$ cat src/rtl/instr_sequencer.sv
// Fetch/decode/execute sequencer: owns the PC, latches ROM commands and drives
// bus-register enables for MV/MVI/ADD/SUB/JMP/NOP/HALT. Optional single-step: SEQ_STEP_EN.
module instr_sequencer #(
    parameter int unsigned ADDR_W    = 9,
    parameter int unsigned CMD_W     = 23,
    parameter int unsigned ROM_LAT   = 1,
    parameter int unsigned RESET_VEC = 0
) (
    input  logic              clk,
    input  logic              rst,
    input  logic              start,
`ifdef SEQ_STEP_EN
    input  logic              step,
`endif
    output logic [ADDR_W-1:0] rom_addr,
    input  logic [CMD_W-1:0]  rom_q,
    output logic [9:0]        reg_enable_out,
    output logic [9:0]        reg_enable_in,
    output logic              addsub,
    output logic [15:0]       data,
    output logic              busy,
    output logic              halted,
    output logic              instr_done,
    output logic              illegal
);

    localparam int unsigned CNT_W = 2;
    localparam int unsigned EN_W  = 10;

    localparam logic [2:0] OP_MV   = 3'b000;
    localparam logic [2:0] OP_MVI  = 3'b001;
    localparam logic [2:0] OP_ADD  = 3'b010;
    localparam logic [2:0] OP_SUB  = 3'b011;
    localparam logic [2:0] OP_JMP  = 3'b100;
    localparam logic [2:0] OP_ILL  = 3'b101;
    localparam logic [2:0] OP_HALT = 3'b111;

    localparam logic [EN_W-1:0] EN_G_OUT   = 10'h100;
    localparam logic [EN_W-1:0] EN_IMM_OUT = 10'h200;
    localparam logic [EN_W-1:0] EN_A_IN    = 10'h100;
    localparam logic [EN_W-1:0] EN_G_IN    = 10'h200;

    typedef enum logic [2:0] {
        S_IDLE, S_FETCH, S_EX1, S_EX2, S_EX3, S_HALTED, S_STEP_WAIT
    } state_e;

`ifdef SEQ_STEP_EN
    localparam state_e AFTER_EXEC = S_STEP_WAIT;
`else
    localparam state_e AFTER_EXEC = S_FETCH;
`endif

    state_e            state_q, state_d;
    logic [ADDR_W-1:0] pc_q, pc_d;
    logic [CMD_W-1:0]  ir_q, ir_d;
    logic [CNT_W-1:0]  cnt_q, cnt_d;
    logic              illegal_q, illegal_d;
    logic [EN_W-1:0]   en_out_q, en_out_d, en_in_q, en_in_d;
    logic              addsub_q, addsub_d, busy_q, busy_d;
    logic              halted_q, halted_d, done_q, done_d;
    logic [2:0]        op_q, op_d, rx_d, ry_d;
    logic              fetch_last;

    function automatic logic [EN_W-1:0] reg_sel(input logic [2:0] idx);
        return EN_W'(1) << idx;
    endfunction

    assign op_q       = ir_q[22:20];
    assign fetch_last = (cnt_q == CNT_W'(ROM_LAT - 1));

    // Sequencing: PC, instruction register, fetch-latency counter, sticky illegal
    always_comb begin
        state_d   = state_q;
        pc_d      = pc_q;
        ir_d      = ir_q;
        illegal_d = illegal_q;
        cnt_d     = '0;
        case (state_q)
            S_IDLE, S_HALTED: begin
                if (start) begin
                    state_d   = S_FETCH;
                    pc_d      = ADDR_W'(RESET_VEC);
                    illegal_d = 1'b0;
                end
            end
            S_FETCH: begin
                if (fetch_last) begin
                    ir_d    = rom_q;
                    state_d = S_EX1;
                    if (rom_q[22:20] == OP_ILL) illegal_d = 1'b1;
                end else begin
                    cnt_d = cnt_q + CNT_W'(1);
                end
            end
            S_EX1: begin
                case (op_q)
                    OP_ADD, OP_SUB: state_d = S_EX2;
                    OP_JMP: begin
                        pc_d    = ir_q[ADDR_W-1:0];
                        state_d = AFTER_EXEC;
                    end
                    OP_HALT: state_d = S_HALTED;
                    default: begin
                        pc_d    = pc_q + ADDR_W'(1);
                        state_d = AFTER_EXEC;
                    end
                endcase
            end
            S_EX2: state_d = S_EX3;
            S_EX3: begin
                pc_d    = pc_q + ADDR_W'(1);
                state_d = AFTER_EXEC;
            end
`ifdef SEQ_STEP_EN
            S_STEP_WAIT: if (step) state_d = S_FETCH;
`endif
            default: state_d = S_IDLE;
        endcase
    end

    // Outputs are decoded from the next state so the registered copies line up with it
    always_comb begin
        op_d     = ir_d[22:20];
        rx_d     = ir_d[18:16];
        ry_d     = ir_d[14:12];
        en_out_d = '0;
        en_in_d  = '0;
        addsub_d = 1'b0;
        done_d   = 1'b0;
        busy_d   = (state_d != S_IDLE) && (state_d != S_HALTED);
        halted_d = (state_d == S_HALTED);
        case (state_d)
            S_EX1: begin
                done_d = (op_d != OP_ADD) && (op_d != OP_SUB);
                case (op_d)
                    OP_MV: begin
                        en_out_d = reg_sel(ry_d);
                        en_in_d  = reg_sel(rx_d);
                    end
                    OP_MVI: begin
                        en_out_d = EN_IMM_OUT;
                        en_in_d  = reg_sel(rx_d);
                    end
                    OP_ADD, OP_SUB: begin
                        en_out_d = reg_sel(rx_d);
                        en_in_d  = EN_A_IN;
                    end
                    default: ;
                endcase
            end
            S_EX2: begin
                en_out_d = reg_sel(ry_d);
                en_in_d  = EN_G_IN;
                addsub_d = op_d[0];
            end
            S_EX3: begin
                en_out_d = EN_G_OUT;
                en_in_d  = reg_sel(rx_d);
                addsub_d = op_d[0];
                done_d   = 1'b1;
            end
            default: ;
        endcase
    end

    always_ff @(posedge clk or negedge rst) begin
        if (!rst) begin
            state_q   <= S_IDLE;
            pc_q      <= ADDR_W'(RESET_VEC);
            ir_q      <= '0;
            cnt_q     <= '0;
            illegal_q <= 1'b0;
            en_out_q  <= '0;
            en_in_q   <= '0;
            addsub_q  <= 1'b0;
            busy_q    <= 1'b0;
            halted_q  <= 1'b0;
            done_q    <= 1'b0;
        end else begin
            state_q   <= state_d;
            pc_q      <= pc_d;
            ir_q      <= ir_d;
            cnt_q     <= cnt_d;
            illegal_q <= illegal_d;
            en_out_q  <= en_out_d;
            en_in_q   <= en_in_d;
            addsub_q  <= addsub_d;
            busy_q    <= busy_d;
            halted_q  <= halted_d;
            done_q    <= done_d;
        end
    end

    assign rom_addr       = pc_q;
    assign reg_enable_out = en_out_q;
    assign reg_enable_in  = en_in_q;
    assign addsub         = addsub_q;
    assign data           = ir_q[15:0];
    assign busy           = busy_q;
    assign halted         = halted_q;
    assign instr_done     = done_q;
    assign illegal        = illegal_q;

endmodule

$ cat config.mk
export PLATFORM = sky130hd
export DESIGN_NAME = instr_sequencer
export DESIGN_NICKNAME = d
export VERILOG_FILES = /design/src/rtl/instr_sequencer.sv
export SDC_FILE = /design/constraint.sdc
export NUM_CORES = 1
export LEC_CHECK = 0
export CORE_MARGIN = 4
export CORE_UTILIZATION = 45
export DETAILED_ROUTE_END_ITERATION = 8
export GPL_TIMING_DRIVEN = 0
export PLACE_DENSITY = 0.74
export SYNTH_ARGS = -nofsm -noshare
export SYNTH_HDL_FRONTEND = slang
export SYNTH_SLANG_ARGS = --single-unit
$ cat constraint.sdc
create_clock -name clk -period 5.05 [get_ports clk]
set_input_delay 1.01 -clock clk [delete_from_list [all_inputs] [get_ports clk]]
set_output_delay 1.01 -clock clk [all_outputs]
set_load 0.01 [all_outputs]
[Word-level counts from Yosys, hierarchy flattened]
Index checks and enable logic that the tools add are counted.
Storage, ports and cells
  bits of input ports: 26
  output and inout bits: 50
  bits in latches: 0
  memories: 0
  word-level logic and storage cells: 78
  register bits: 62
  RAM bits: 0
  memory bits (read-only): 0
Operators by class
  muxes and demuxes: 21
  divide/modulo/power cells: 0
  multiply operators: 0
  reduce and logical (&&, ||, !) cells: 17
  equality and inequality tests: 24
  shift-type cells: 2
  add/subtract/negate cells: 2
  bitwise gates (word level): 0
  $lt $le $gt $ge: 0
Operators by type and width (number)
  $pmux W10 S3: 3
  $mux W23: 2
  $pmux W9 S3: 1
  $eq A3 B2 Y1 const B: 8
  $eq A3 B3 Y1 const B: 7
  $pmux W10 S2: 1
  $shl A1 B3 Y10 const A: 2
  $pmux W9 S2: 1
  $pmux W3 S5: 1
  $reduce_or A2 Y1: 5
  $add A9 B1 Y9 const B: 1
  $mux W9: 1
  $ne A2 B2 Y1 const B: 4
  $eq A3 B1 Y1 const B: 2
  $logic_not A3 Y1: 2
  $mux W3: 2
  $ne A3 B2 Y1 const B: 2
  $pmux W3 S2: 1
  $reduce_bool A3 Y1: 2
  $mux W1: 4
  $mux W2: 2
  $pmux W1 S2: 2
  $reduce_and A4 Y1: 1
  $ne A3 B3 Y1 const B: 1
  7 further kinds: 8

[Logic depth before layout (Yosys ltp)]
Gate-level depths: netlist (run 1).
  word-level depth: 7
  mapped depth: 9
  depth with buffers taken out: 7

[Least setup slack after synthesis (run 1)]
OpenSTA, ideal clock, no wires.
  path type: input port to flip-flop
  start point: input start
  end point: register busy_q, in the netlist busy
  stages: 4
  library setup time: 0.130 ns
  buffers on the path: 0
  path slack: 3.223 ns
  data arrival time: 1.698 ns
  cells stage by stage: or3_1 a21o_1 a21oi_1 o21ai_1
On the way
  word-level cells in the longest chain between the ends: 4
  elaborated cells on any way between the ends: 5
  classes of those cells: 1 x eq/ne; 2 x mux; 2 x reduce/logical
Ends and longest elaborated chain
  from (decl): RTL line 11  | input logic start,
  $mux W3 (*): RTL line 80  | if (start) begin
  $pmux W3 S5 (*): RTL line 78  | case (state_q)
  $ne A3 B3 Y1 or $reduce_bool A3 Y1 (tied branches): RTL line 130  | busy_d = (state_d != S_IDLE) && (state_d != S_HALTED);
  $logic_and A1 B1 Y1 (*): RTL line 130
  via busy_d: RTL line 59  | logic addsub_q, addsub_d, busy_q, busy_d;
  to (signal assigned): RTL line 188  | busy_q <= busy_d;
  to (decl): RTL line 59
Mark *: on every way through the listed nets, which the timed path passes. The rest lies on a longest branch.
A chain may end at the register's enable or synchronous reset.

[Final worst setup path (run 1)]
  start point: register ir_q[13]
  end point: output data[13]
RTL lines
  from (decl): RTL line 55  | logic [CMD_W-1:0] ir_q, ir_d;
  from (signal assigned): RTL line 182  | ir_q <= ir_d;
  to (decl): RTL line 20  | output logic [15:0] data,
No word-level cell between the ends.

==> results of run 1 <==
-- placed cells by master (no fill, tap or decap), types with 2 or more instances in the layout --
cell type	instances
sky130_fd_sc_hd__clkdlybuf4s50_1	73
sky130_fd_sc_hd__dfrtp_1	61
sky130_fd_sc_hd__nor2_1	19
sky130_fd_sc_hd__mux2_2	17
sky130_fd_sc_hd__buf_4	17
sky130_fd_sc_hd__nand2_1	15
sky130_fd_sc_hd__inv_1	14
sky130_fd_sc_hd__nand2b_1	10
sky130_fd_sc_hd__mux2i_1	10
sky130_fd_sc_hd__clkbuf_8	9
sky130_fd_sc_hd__nor3_1	8
sky130_fd_sc_hd__o32ai_1	8
sky130_fd_sc_hd__buf_2	7
sky130_fd_sc_hd__o2bb2ai_1	7
sky130_fd_sc_hd__a21oi_1	6
sky130_fd_sc_hd__o21ai_0	5
sky130_fd_sc_hd__a31oi_1	5
sky130_fd_sc_hd__o22ai_1	5
sky130_fd_sc_hd__a22oi_1	4
sky130_fd_sc_hd__ha_1	4
sky130_fd_sc_hd__and2_1	3
sky130_fd_sc_hd__o21bai_1	3
sky130_fd_sc_hd__and3_1	3
sky130_fd_sc_hd__a32oi_1	3
sky130_fd_sc_hd__clkinv_2	3
sky130_fd_sc_hd__buf_6	2
sky130_fd_sc_hd__buf_8	2
sky130_fd_sc_hd__nor4bb_1	2
sky130_fd_sc_hd__nor3b_1	2
sky130_fd_sc_hd__inv_2	2
sky130_fd_sc_hd__or2_1	2
sky130_fd_sc_hd__a21oi_2	2
sky130_fd_sc_hd__nand3_1	2
sky130_fd_sc_hd__nor3b_2	2
sky130_fd_sc_hd__nand4_1	2
-- synth_stat cells (3+ instances only) --
cell	n	area share
sky130_fd_sc_hd__a21oi_1	6	0.0097
sky130_fd_sc_hd__a22oi_1	4	0.0097
sky130_fd_sc_hd__a31oi_1	5	0.010
sky130_fd_sc_hd__a32oi_1	3	0.0085
sky130_fd_sc_hd__and2_1	3	0.0061
sky130_fd_sc_hd__and3_1	3	0.0061
sky130_fd_sc_hd__buf_2	6	0.0097
sky130_fd_sc_hd__buf_4	17	0.041
sky130_fd_sc_hd__dfrtp_1	61	0.49
sky130_fd_sc_hd__ha_1	4	0.016
sky130_fd_sc_hd__inv_1	14	0.017
sky130_fd_sc_hd__mux2_2	17	0.062
sky130_fd_sc_hd__mux2i_1	10	0.032
sky130_fd_sc_hd__nand2_1	15	0.018
sky130_fd_sc_hd__nand2b_1	10	0.020
sky130_fd_sc_hd__nor2_1	19	0.023
sky130_fd_sc_hd__nor3_1	8	0.013
sky130_fd_sc_hd__o21ai_0	5	0.0081
sky130_fd_sc_hd__o21bai_1	3	0.0073
sky130_fd_sc_hd__o22ai_1	5	0.010
sky130_fd_sc_hd__o2bb2ai_1	7	0.020
sky130_fd_sc_hd__o32ai_1	8	0.023
-- sequential cells by signal, summed over array words and instances, names as in the netlist --
name	flops
ir_q	22
reg_enable_in	10
reg_enable_out	10
rom_addr	9
state_q	3
cnt_q	2
addsub	1
busy	1
halted	1
illegal	1
instr_done	1
-- power breakdown --
part / switching, W / leakage, nW / total (W) / internal (W)
combinational: 0.000606 / 0.895 / 0.00130 / 0.000694
sequential: 0.000142 / 0.785 / 0.000792 / 0.000650
clock: 0.000180 / 0.0919 / 0.000402 / 0.000222
-- kinds of logic (layout without fill, tap and decap cells) --
group           count (synthesis)  in the layout
flops                          61             61
compound gates                 57             57
buf+inv                        43            133
fa+ha+maj                       4              4
mux                            29             29
simple gates                   81             81
-- layout make-up --
cell class                 count  area, um2
tap                           77       96.3
buffer                        27        210
clock buffer                  10        128
fill                         558       2400
clock inverter                 5       52.6
inverter                      16       60.1
multi-input combinational    171       1300
timing repair buffer          75        756
sequential                    61       1530
-- worst max-delay path, delay by kind of cell (launching register included) --
family   cells  cell delay, ps
flops        1             430
buf+inv      2             670
-- through the flow --
stage	cell area [um2]	std cells
CTS	4130	442
detailed placement	3950	427
global route	4130	442
finish	4130	442
global placement	3940	426
floorplan	3100	275
-- path summary, 6_finish.rpt --
path                                     end  slack [ps]  cells after the start
min reg2reg                         ir_q[11]         500                      1
max reg2reg                reg_enable_out[1]        3050                      8
min in group asynchronous            ir_q[2]         650                      1
max                                 data[13]        2610                      2
max in group asynchronous  reg_enable_out[8]        3800                      2
min                                 ir_q[11]         500                      1
-- metal layers --
metal / track usage / vias to the layer above
met5: 0 / -
met3: 0.0479 / 7
met4: 0.0528 / 0
met1: 0.233 / 1172
li1: - / 1140
met2: 0.264 / 81
==> metrics list, run 1 <==
- After detailed routing, the average wire length per cell comes to 15.6 um.
- In this run the critical register-to-register path is launched from cnt_q[0].
- Final period util: 0.483
- The count of endpoints failing hold in the final timing report came to 0.
- Worst path required time: 4040 ps
* First-pass iteration count of the detailed router: 5
- STA classifies the critical path endpoint as an output pin.
* Num CTS Buffers: 9
- In this run, synthesis inferred 0 flip-flops with an integrated enable.
- The detail route stage leaves a number of antenna-violating nets equal to 0.
- Cell area after technology mapping: 3100 um2
- Type of the most critical hold path: register to register
* Number of DRC markers in iteration 0: 103
- Category of the critical setup timing path: register to output pin
* Global-route wire length before repair: 11400 um
- The worst setup path is launched from a register.
- Layout area overhead: 33.3%
* Cell at the root of the clock tree: sky130_fd_sc_hd__clkbuf_8
- Max_cap viols: 0
- The initial utilization of the core area, before any placement, comes to 0.474.
- Fmax: 410 MHz
- In the final layout, the share of cells above drive strength 1 is 0.211.
* Ratio of total power to cell area: 604 nW/um2
- Post-Synth Adder-Cell Area: 0.0162
* HPWL after DPL: 5270 um
* Post-synthesis instance total: 275
- Area of the core: 6530 um2
- Total track usage: 0.170
- Most used flip-flop cell after synthesis: sky130_fd_sc_hd__dfrtp_1
* Share of synthesized cell area in and, or, nand and nor gates: 0.152
- The largest single stage delay on the critical path is 530 ps.
- Counting every sink on the clock net gives 61.
- Die Ht: 91.0 um
- The post-synthesis compound-gate area fraction is 0.145.
- The routed design uses 368 um of met3 wire.
* Worst path arrival time: 1430 ps
- Number of DRC violations after detailed routing: 0
* Async set-reset flop share out of synthesis: 1.00
- Final max-slew violation count: 0
- After synthesis, the largest family of logic cells by area is simple AND/OR/NAND/NOR gates.
* Final WL: 6920 um
- The analysis attributes to cell leakage a power of 1.77 nW.
- Core Util, Final: 0.632
- Pin placement for this block handled 76 I/O pins.
* Buffers from clock root to sink, at most: 2
* Horiz. Die Dim: 91.0 um
- VDD sags by at most 282 uV.
- Later-pin clock latency in the skew report: 330 ps
- Across all hold checks on the routed design, the worst slack comes to 505 ps.
* Result of the run: completed
- Setup violations remaining at the end of the flow were counted as 0.
* Total power: 0.00249 W
- RSZ-0062 raised after global routing: no
- Number of nets in the final layout: 391
- Synth Net Count: 305
- Slew at the pin with the worst max-slew slack: 554 ps
- Postcts setup bufs: 0
* Worst setup startpoint: ir_q[13]
- Total via count in the routed design: 2400
* Aggregate negative setup slack: 0 ps
- After clock tree synthesis, the repair step resized 0 gates.
* Max H-tree Level: 3
- Averaged over all synthesized cells, the footprint is 11.3 um2.
- In this run, synthesis produced a sequential element count of 61.
- For this run, the register share of the synthesized area comes to 0.493.
- After detailed routing, no signal wire sits above met4.
* Post-route setup slack: 2610 ps
- Max_slew headroom: 0.631
- Antenna violations before repair: 0
- The Yosys step of the flow raised 0 warnings.
- After clock tree synthesis, the clock-pin slew on the worst setup and hold paths is 60 ps.
- Port buffering added 74 buffers.
- Dividing the detail-routed via count by the number of cells gives 5.43.
- The worst hold path begins at ir_q[11].
* Die footprint: 8280 um2
- Of the total synthesized cell area, the portion taken by XOR and XNOR cells is 0.
- Measured against the total synthesized area, the mux share comes to 0.106.
* Critical-path top delay cell: sky130_fd_sc_hd__clkdlybuf4s50_1
- Last weighted congestion value of the routability-driven placer: 0.862
- Largest fanout of any net on the critical path: 6
- The via count of the first global-routing pass came to 2351.
* Setup slack after placement: 2540 ps
- Cell Chain, Critical Path: buf_4 -> clkdlybuf4s50_1
- Total number of placement rows: 29
* Shortest clock period the worst path allows after layout: 2440 ps
- Overflow after GRT: 0
- Cell variety after synth: 54
* Diodes inserted: 0
* Length of routed wiring on met1: 3160 um
- After detailed routing, the met2 layer carries 3340 um of wire.
- Hold bufs inserted after CTS: 0
- TritonCTS built the clock tree.
* Worst Skew: 11.9 ps
- Entering global routing, the biggest net connects 40 pins.
Power figures use the tool's default switching activity.
==> run 2: changes to the inputs <==
--- a/config.mk
+++ b/config.mk
@@ -9,7 +9,7 @@
 export CORE_UTILIZATION = 45
 export DETAILED_ROUTE_END_ITERATION = 8
 export GPL_TIMING_DRIVEN = 0
-export PLACE_DENSITY = 0.74
+export PLACE_DENSITY = 0.77
 export SYNTH_ARGS = -nofsm -noshare
 export SYNTH_HDL_FRONTEND = slang
 export SYNTH_SLANG_ARGS = --single-unit
==> constraint.sdc (replaced) <==
create_clock -name clk -period 2 [get_ports clk]
set_input_delay 0.4 -clock clk [delete_from_list [all_inputs] [get_ports clk]]
set_output_delay 0.4 -clock clk [all_outputs]
set_load 0.01 [all_outputs]
==> run 2 against run 1 <==
Net effect:
- first-iteration DRC count is 22% higher
- non-clock buffer count unchanged
- count of clock-buffer cells in the layout unchanged
- highest routed layer unchanged
- wire length grew 4.6%
==> metrics list, run 2 (same netlist as run 1, synthesis figures left out) <==
* Fill cell count: 533 (was 558)
* Total I/O pin count: 76 (unchanged)
- The vertical extent of the die is 91.0 um (unchanged).
* Category of the critical setup timing path: register to register (was register to output pin)
- The filler-free cell count of the finished design was 443 (was 442).
* Reg2reg path depth: 7 (was 8)
- Buffers from clock root to sink, at most: 2 (unchanged)
* RSZ-0062 raised after global routing: no (unchanged)
- Later-pin clock latency in the skew report: 340 ps (was 330 ps)
- The final weighted congestion in routability-driven placement came to 0.851 (was 0.862).
- Number of port buffers: 74 (unchanged)
- Type of origin of the critical path: register (unchanged)
- Worst Skew: 11.8 ps (was 11.9 ps)
* Global-route wire length before repair: 12200 um (was 11400 um)
- The detailed-routing iteration count for the pre-antenna-repair pass was 4 (was 5).
- The layout overhead on the synthesized area is 37.9% (was 33.3%).
* Ratio of total power to cell area: 1570 nW/um2 (was 604 nW/um2)
- Clock transition time at the flip-flop clock pins of the worst setup and hold paths: 80 ps (was 60 ps)
- Final max-slew violation count: 0 (unchanged)
* Post-route setup slack: 134 ps (was 2610 ps)
* TritonCTS clock tree: done (unchanged)
- Hold bufs inserted after CTS: 0 (unchanged)
* Leading cell type in the layout, fill and taps excluded: sky130_fd_sc_hd__clkdlybuf4s50_1 (unchanged)
* Destination of the worst register-to-register timing path: reg_enable_out[7] (was reg_enable_out[1])
* HPWL after DPL: 5090 um (was 5270 um)
- The leakage power was 1.81 nW (was 1.77 nW).
* Reg-to-reg slack, setup: 130 ps (was 3050 ps)
- Final count of hold timing violations: 0 (unchanged)
* Largest register by flop count: ir_q (unchanged)
- Pin count of the biggest net entering global routing: 38 (was 40)
* Worst path arrival time: 2080 ps (was 1430 ps)
- The number of antenna violations at the first check in global routing is 0 (unchanged).
- Area of the core: 6530 um2 (unchanged)
* Worst setup startpoint: cnt_q[1] (was ir_q[13])
* Total track usage: 0.182 (was 0.170)
- Total number of placement rows: 29 (unchanged)
- Horiz. Die Dim: 91.0 um (unchanged)
* Overflow after GRT: 0 (unchanged)
- The final antenna-violating net count was 0 (unchanged).
* Sinks on Clock Net: 61 (unchanged)
* Fraction of layout cells with a size suffix above 1: 0.251 (was 0.211)
- The remaining routing DRC violations is 0 (unchanged).
* Number of flip-flops under the largest register name: 22 (unchanged)
* Number of nets in the final layout: 391 (unchanged)
* Max_slew headroom: 0.432 (was 0.631)
* Num CTS Buffers: 9 (unchanged)
- Die footprint: 8280 um2 (unchanged)
- Cell Chain, Critical Path: inv_2 -> ha_4 -> and4bb_1 -> buf_6 -> mux2_4 -> a21oi_4 -> o32ai_2 (was buf_4 -> clkdlybuf4s50_1)
- Shortest clock period the worst path allows after layout: 1870 ps
- The number of cells on the critical path came to 7 (was 2).
* Detail-routed via count per cell: 5.42 (was 5.43)
- Final period util: 0.933
- Commonest cells after routing, fill and taps aside: 73 x sky130_fd_sc_hd__clkdlybuf4s50_1, 61 x sky130_fd_sc_hd__dfrtp_1, 19 x sky130_fd_sc_hd__nor2_1 (unchanged)
- The area occupied by multi-input gates came to 1400 um2 (was 1300 um2).
* Largest stage delay, worst path: 390 ps (was 530 ps)
- Result of the run: completed (unchanged).
* Largest fanout of any net on the critical path: 8 (was 6)
- The worst hold margin came to 158 ps (was 505 ps).
- Via count of the first global-routing pass: 2491 (was 2351)
- The placement-stage worst setup slack came to -54.8 ps (was 2540 ps).
- Sort of element at the end of the critical path: register (was output pin)
- Core Util, Final: 0.654 (was 0.632)
- The sum of internal, switching and leakage power is 0.00670 W (was 0.00249 W).
- The starting density of the core was 0.474 (unchanged).
- The required time at the endpoint of the critical path is 2220 ps (was 4040 ps).
* Worst path buffer plus inverter count: 2 (unchanged)
- The cell type group with the largest total delay on the critical path is compound AO/OA/AOI/OAI gates (was buffers and inverters).
* Launch instance of the worst register-to-register path: cnt_q[1] (was cnt_q[0])
* Final WL: 7240 um (was 6920 um)
* Type of the most critical hold path: input port to async pin (was register to register)
- The average routed wire per standard cell is 16.3 um (was 15.6 um).
* Fmax: 536 MHz
- Max H-tree Level: 3 (unchanged)
* Peak supply drop: 835 uV (was 282 uV)
- Number of DRC markers in iteration 0: 126 (was 103)
- Critical-path top delay cell: sky130_fd_sc_hd__dfrtp_1 (was sky130_fd_sc_hd__clkdlybuf4s50_1)
- Placed instance count: 427 (unchanged)
* End point of the critical path: reg_enable_out[7] (was data[13])
* Slew at the pin with the worst max-slew slack: 851 ps (was 554 ps)
- Max_cap viols: 0 (unchanged)
- Setup violations, final: 0 (unchanged)
- Diodes inserted: 0 (unchanged)
- Total via count in the routed design: 2401 (was 2400)
- Cell at the root of the clock tree: sky130_fd_sc_hd__clkbuf_8 (unchanged)
- Register Area: 1530 um2 (unchanged)
run 2: what timing repair did:
item	4_1_cts	5_1_grt
buffers inserted	0	0
setup endpoints to repair	8	22
cloned	0	0
resized for setup	3	17
pin swaps	0	3
run 2: layout make-up:
cell class	count	share of cell area
plain buffers	27	0.0504
clock buffers	10	0.0322
clock inverters	6	0.0202
inverters	16	0.0141
multi-input cells	171	0.327
flip-flops and latches	61	0.357
well taps	77	0.0225
repair buffers	75	0.177
run 2: power breakdown:
group	internal, W	switching, W	leakage, nW
Sequential	0.00164	0.000357	0.785
Combinational	0.00183	0.00163	0.918
Clock	0.000733	0.000504	0.112
Total	0.00421	0.00249	1.81
run 2: worst min-delay path by stage:
stage | to | slack [ps] | depth (start not counted)
floorplan | addsub | 100 | 0
global placement | ir_q[9] | 490 | 1
detailed placement | ir_q[11] | 500 | 1
CTS | ir_q[4] | 180 | 1
global route | ir_q[2] | 220 | 1
finish | ir_q[2] | 160 | 1
run 2: stage by stage:
step	cell area [um2]	TNS (ps)
4_1_cts	4180	0
5_1_grt	4270	0
3_5_place_dp	3950	-166
2_1_floorplan	3100	0
6_report	4270	0
3_3_place_gp	3940	-86070
run 2: routing by layer:
| layer | vias up | part of all wire | GRT usage |
|---|---|---|---|
| li1 | 1147 | - | - |
| met1 | 1162 | 0.44 | 0.236 |
| met2 | 84 | 0.48 | 0.285 |
| met3 | 8 | 0.066 | 0.0620 |
| met4 | 0 | 0.010 | 0.0653 |
| met5 | - | 0 | 0 |
